## src/rtl/q_8_34b_datapath.sv

```systemverilog
// Datapath for the q_8_34b ones counter: R1 shift register, E flag, R2 ones count.
// Executes controller commands, reports zero/E status, and captures the final count.
module q_8_34b_datapath #(
    parameter int WIDTH = 8,
    parameter int CW    = $clog2(WIDTH + 1)
) (
    input  logic             clk,
    input  logic             rst,
    input  logic [WIDTH-1:0] data_in,
    input  logic             load_regs,
    input  logic             incr_r2,
    input  logic             shift,
    output logic             zero,
    output logic             E,
    output logic [CW-1:0]    count,
    output logic [CW-1:0]    result,
    output logic             done,
    output logic             busy,
    output logic             err
);

    logic [WIDTH-1:0] r1;
    logic [CW-1:0]    r2;
    logic [CW-1:0]    r2_inc;
    logic             e_q;
    logic [CW-1:0]    result_q;
    logic             done_q;
    logic             busy_q;
    logic             err_q;
    logic             finish;
    logic             misuse;

    assign r2_inc = r2 + 1'b1;
    assign zero   = (r1 == '0);

    // The final increment lands while R1 is already empty; that edge closes the run.
    assign finish = busy_q && incr_r2 && zero && !load_regs;
    assign misuse = (shift || incr_r2) && !busy_q && !load_regs;

    always_ff @(posedge clk) begin
        if (rst) begin
            r1       <= '0;
            e_q      <= 1'b0;
            r2       <= '0;
            result_q <= '0;
            done_q   <= 1'b0;
            busy_q   <= 1'b0;
            err_q    <= 1'b0;
        end else begin
            done_q <= 1'b0;
            if (load_regs) begin
                r1     <= data_in;
                r2     <= '1;
                e_q    <= 1'b0;
                busy_q <= 1'b1;
            end else begin
                if (shift) begin
                    e_q <= r1[WIDTH-1];
                    r1  <= {r1[WIDTH-2:0], 1'b0};
                end
                if (incr_r2) begin
                    r2 <= r2_inc;
                end
                if (finish) begin
                    result_q <= r2_inc;
                    done_q   <= 1'b1;
                    busy_q   <= 1'b0;
                end
            end
            // Misuse is flagged but the command above still executes.
            if (misuse) begin
                err_q <= 1'b1;
            end
        end
    end

    assign E      = e_q;
    assign count  = r2;
    assign result = result_q;
    assign done   = done_q;
    assign busy   = busy_q;
    assign err    = err_q;

endmodule

```

## config.mk

```make
export PLATFORM = sky130hd
export DESIGN_NAME = q_8_34b_datapath
export DESIGN_NICKNAME = d
export VERILOG_FILES = /design/src/rtl/q_8_34b_datapath.sv
export SDC_FILE = /design/constraint.sdc
export NUM_CORES = 1
export LEC_CHECK = 0
export BUFFER_PORTS_ARGS = -buffer_cell sky130_fd_sc_hd__buf_2
export CAP_MARGIN = 30
export CORE_AREA = 2 2 60 45
export CTS_CLUSTER_DIAMETER = 150
export DETAILED_ROUTE_END_ITERATION = 16
export DIE_AREA = 0 0 62 47
export PLACE_DENSITY = 0.64
export REMOVE_ABC_BUFFERS = 1
export SLEW_MARGIN = 20
export SYNTH_ARGS = -nofsm -noshare
export SYNTH_HDL_FRONTEND = slang
export SYNTH_SLANG_ARGS = --single-unit
export TNS_END_PERCENT = 1
```

## constraint.sdc

```tcl
create_clock -name clk -period 1.25 [get_ports clk]
set_input_delay 0.125 -clock clk [delete_from_list [all_inputs] [get_ports clk]]
set_output_delay 0.125 -clock clk [all_outputs]
set_load 0.01 [all_outputs]
```

-- Word level (Yosys, flattened, before mapping)
Cells that the tools add are included.
- flip-flop bits (word level): 20
- bits of input ports: 13
- output and inout port bits: 13
- logic and storage cells: 30
- add/sub/neg operators: 1
- multiplexer cells: 7
- bitwise logic cells: 1
- reductions and logical operators: 14
- operator list (cell ; count):
    $mux W8 ; 2
    $logic_not A8 Y1 ; 1
    $mux W4 ; 2
    $reduce_bool A2 Y1 ; 3
    $logic_and A1 B1 Y1 ; 5
    $add A4 B1 Y4 const B ; 1
    $mux W1 ; 3
    $logic_not A1 Y1 ; 2
    $reduce_and A2 Y1 ; 1
    $reduce_or A2 Y1 ; 1
    $logic_or A1 B1 Y1 ; 1
    $not A1 Y1 ; 1

-- Longest topological paths before layout
- depth after elaboration: 5
- gate-level depth with buffers: 4
- depth with buffers taken out: 4

-- Worst setup path after synthesis
No wires, ideal clock.
- path type: flip-flop to flip-flop
- from: register r1[0]
- to: register result_q[0], in the netlist result[0]
- setup time: 121 ps
- arrival: 1214 ps
- data required time: 1129 ps
- slack: -85 ps
- stages on the path, launching flop included: 5
- path buffers: 1
- period minus slack after synthesis: 1335 ps
- cell sequence: dfxtp_1 > nor4_4 > and3_1 > buf_6 > mux2_4
- cells in the longest elaborated chain, start to end: 4
- ends and longest elaborated chain (what ; line ; source):
    start, declared ; 22 ; logic [WIDTH-1:0] r1;
    start signal, assigned ; 52 ; r1 <= data_in;
    start signal, assigned ; 59 ; r1 <= {r1[WIDTH-2:0], 1'b0};
    $logic_not A8 Y1 ; 34 ; assign zero = (r1 == '0);
    $logic_and A1 B1 Y1 (2 in series) ; 37 ; assign finish = busy_q && incr_r2 && zero && !load_regs;
    $reduce_and A2 Y1 (no line) ; - ;
    end signal, assigned ; 65 ; result_q <= r2_inc;
    end, declared ; 26 ; logic [CW-1:0] result_q;
No other way between the ends.
A chain may end at the register's enable or synchronous reset.

-- Final worst setup path
- from: register r1[4]
- to: output port zero
- cells in the longest elaborated chain, start to end: 1
- ends and longest elaborated chain (what ; line ; source):
    $logic_not A8 Y1 ; 34 ;
    end, declared ; 13 ; output logic zero,
No other way between the ends.

==> impl_metrics.yaml <==
run_status:
  status: "complete, but fails checks"
  violations: "negative setup slack"
detailed_routing:
  wirelength_mm: 1.920
  drc_errors: 0
  avgRoutedWirePerCell_um: 12.00
  viasPerCell: 4.713
  ant_nets: 0
  via_count: 754
  dr.pass1.iters: 4
  drt_iter0_markers: 32
setup_path:
  crit_required_ps: 1120
  rrSetupSlack_ps: -10
  worstSetupPathType: "reg2out"
  path_cells: "nor4_4 -> buf_4 -> and2_4 -> buf_6"
  cp-start-kind: "flop"
  slowest_stage: "dfxtp_2"
  worst_path_largest_cell_delay_ps: 350
  cp.buffers_inverters: 2
  crit_arrival_ps: 1310
  cp_max_fo: 2
  worstSetupEndpointType: "output port"
  cpLargestDelayFamily: "simple AND/OR/NAND/NOR gates"
layout:
  nNetsFinal: 142
  antennaDiodeCount: 0
  area_delta_synth_final_pct: 26.49
  utilization_pct: 48.64
  drive_above_1_share_pct: 40.48
  fillers: 233
  multi_input_area_um2: 465.4
  seqCellArea_um2: 404.1
sta:
  finalHoldViolations: 0
  finalCritPeriodShare_pct: 114.5
  fmax_mhz: 698.4
  tns_ps: -188.2
  worstMarginPinSlew_ps: 318.5
  rsz0062_at_grt: "true"
  max_slew_margin_pct: 78.74
  slew_violations: 0
  holdWs_ps: 48.29
  skew_ps: 2.257
  period_needed_ps: 1432
  finalSetupViolCount: 2
  fin_ws_ps: -181.8
yosys:
  ys_ff_latch: 20
  syn_area_per_cell_um2: 9.496
  yosysWarnings: 0
  syn-instance-count: 95
  yosysMostFrequentCell: "dfxtp_1"
  yosysSeqAreaShare_pct: 44.38
  synth_cell_types: 27
  synthTopCellsByArea: "dfxtp_1 (44%), mux2_2 (8.7%), a21oi_1 (7.2%)"
  yosys-top-cells-count: "dfxtp_1 (20), nand2_1 (15), a21oi_1 (13)"
  netlist_area_um2: 902.1
  yosysTopAreaCell: "dfxtp_1"
  ys.flop_type: "dfxtp_1"
  yosysTopAreaCellShare_pct: 44.38
  synth-edff-count: 0
  synthArstFlopShare_pct: 0
cts:
  cts_made_buffers: 3
  clkTransAtPathRegs_ps: 110
  cts_tree: "built"
  cts_root_buffer: "clkbuf_4"
  cts_num_sinks: 20
  ctsHoldBuffers: 0
  cts_buffer_depth: 2
  htree_levels: 1
  clk_latency_ps: 300
power_and_ir_drop:
  pwr_density_cell_mw_per_mm2: 1109
  p_comb_share_pct: 19.5
  clkPwrFrac_pct: 24.4
  intPower_mw: 0.9211
  cellLeakagePower_nw: 0.5150
  swShare_pct: 27.20
  ir_drop_v: 0.0005140
  seqPwrFrac_pct: 56.1
  switching_power_mw: 0.3442
global_route:
  grt_usage_pct: 15.50
  grt_use_met2_pct: 23.13
  grt_busiest_layer: "met2"
  grt_start_max_net_pins: 13
  grt_pass1_wl_mm: 3.056
  overflow: 0
  grtUsageMet1_pct: 19.77
  use_met3_pct: 6.612
  grt_pass1_vias: 687
  antenna_found_initial: 0
place:
  dp_hpwl_mm: 1.387
  gp_congestion: 0.7664
  port_buffers: 25
die:
  dieArea_mm2: 0.002914
  initial_core_util_pct: 38.45
  io_pins: 26
  die_w_um: 62
  rows: 15
  die_height_um: 47
  core_mm2: 0.002346
min_path:
  hold_class: "in2reg"
job:
  maxCapViolations: 0
## worst paths after layout
path	start	endpoint	cells past startpoint
max	r1[4]	zero	4
max reg2reg	r1[4]	result[0]	3
min	data_in[3]	r1[3]	3
min reg2reg	err	err	2
## metal layers
metal / wire (um) / vias to the layer above
li1: - / 388
met1: 988 / 341
met2: 797 / 21
met3: 104 / 4
met4: 29 / 0
met5: 0 / -
## power groups by stage
| stage | registers, mW | clock network [mW] | logic (mW) |
|---|---|---|---|
| floorplan | 0.727 | 0 | 0.108 |
| global placement | 0.722 | 0 | 0.217 |
| detailed placement | 0.723 | 0 | 0.220 |
| CTS | 0.709 | 0.313 | 0.247 |
| global route | 0.715 | 0.338 | 0.274 |
| finish | 0.709 | 0.309 | 0.247 |
## worst min-delay path, delay by kind of cell
family	cells	cell delay, ps
AOI/OAI and AO/OA	1	50
and+or+nand+nor	1	50
buffers and inverters	1	90
## registers in the layout, indices dropped and copies added (netlist names)
| register | cells |
|---|---|
| r1 | 8 |
| count | 4 |
| result | 4 |
| E | 1 |
| busy | 1 |
| done | 1 |
| err | 1 |
## placed cells by master, fill, tap and decap left out
cell / n
buf_2: 24
ha_1: 1
and2_4: 1
mux2_2: 7
nor2b_1: 2
mux2_4: 1
o21ai_0: 1
nand2b_1: 2
buf_6: 1
xnor2_1: 2
nor3_1: 2
clkbuf_4: 3
nor2_1: 3
inv_1: 2
a211oi_1: 2
nand4_1: 1
nor4_4: 2
nand2_1: 15
mux2i_1: 3
dfxtp_1: 17
a21oi_1: 13
and3b_1: 1
and3_1: 1
dfxtp_2: 3
buf_4: 9
a31oi_1: 2
nor3b_1: 1
nand3_1: 1
xor2_1: 3
## cell families after synthesis
group | count (synthesis) | share of synthesized area, %
AOI/OAI and AO/OA | 18 | 10.82
xor gates and xnor gates | 5 | 4.855
adders and majority gates | 1 | 1.387
buffers and inverters | 8 | 4.299
DFF | 20 | 44.38
muxes | 11 | 13.73
and+or+nand+nor | 32 | 20.53
## cell type report
| cell class | instances | share of cell area [%] |
|---|---|---|
| well taps | 34 | 3.728 |
| flip-flops and latches | 20 | 35.42 |
| clock buffers | 3 | 1.974 |
| repair buffers | 34 | 17.43 |
| multi-input cells | 67 | 40.79 |
| inverters | 2 | 0.6579 |
## what timing repair did
action | CTS | global route
setup endpoints to repair | 3 | 6
setup buffers | 3 | 0
gates resized for setup | 5 | 0
pin swaps | 3 | 1
## through the flow
stage | area (um2) | power (mW) | setup WS (ps) | instances
after floorplan | 870.8 | 0.8356 | -99.97 | 89
after global placement | 1084 | 0.9390 | -1.291 | 154
after detailed placement | 1084 | 0.9434 | -27.91 | 154
after CTS | 1141 | 1.269 | -189.8 | 160
after global routing | 1141 | 1.327 | -247.1 | 160
final | 1141 | 1.265 | -181.8 | 160
Power figures use the tool's default switching activity.
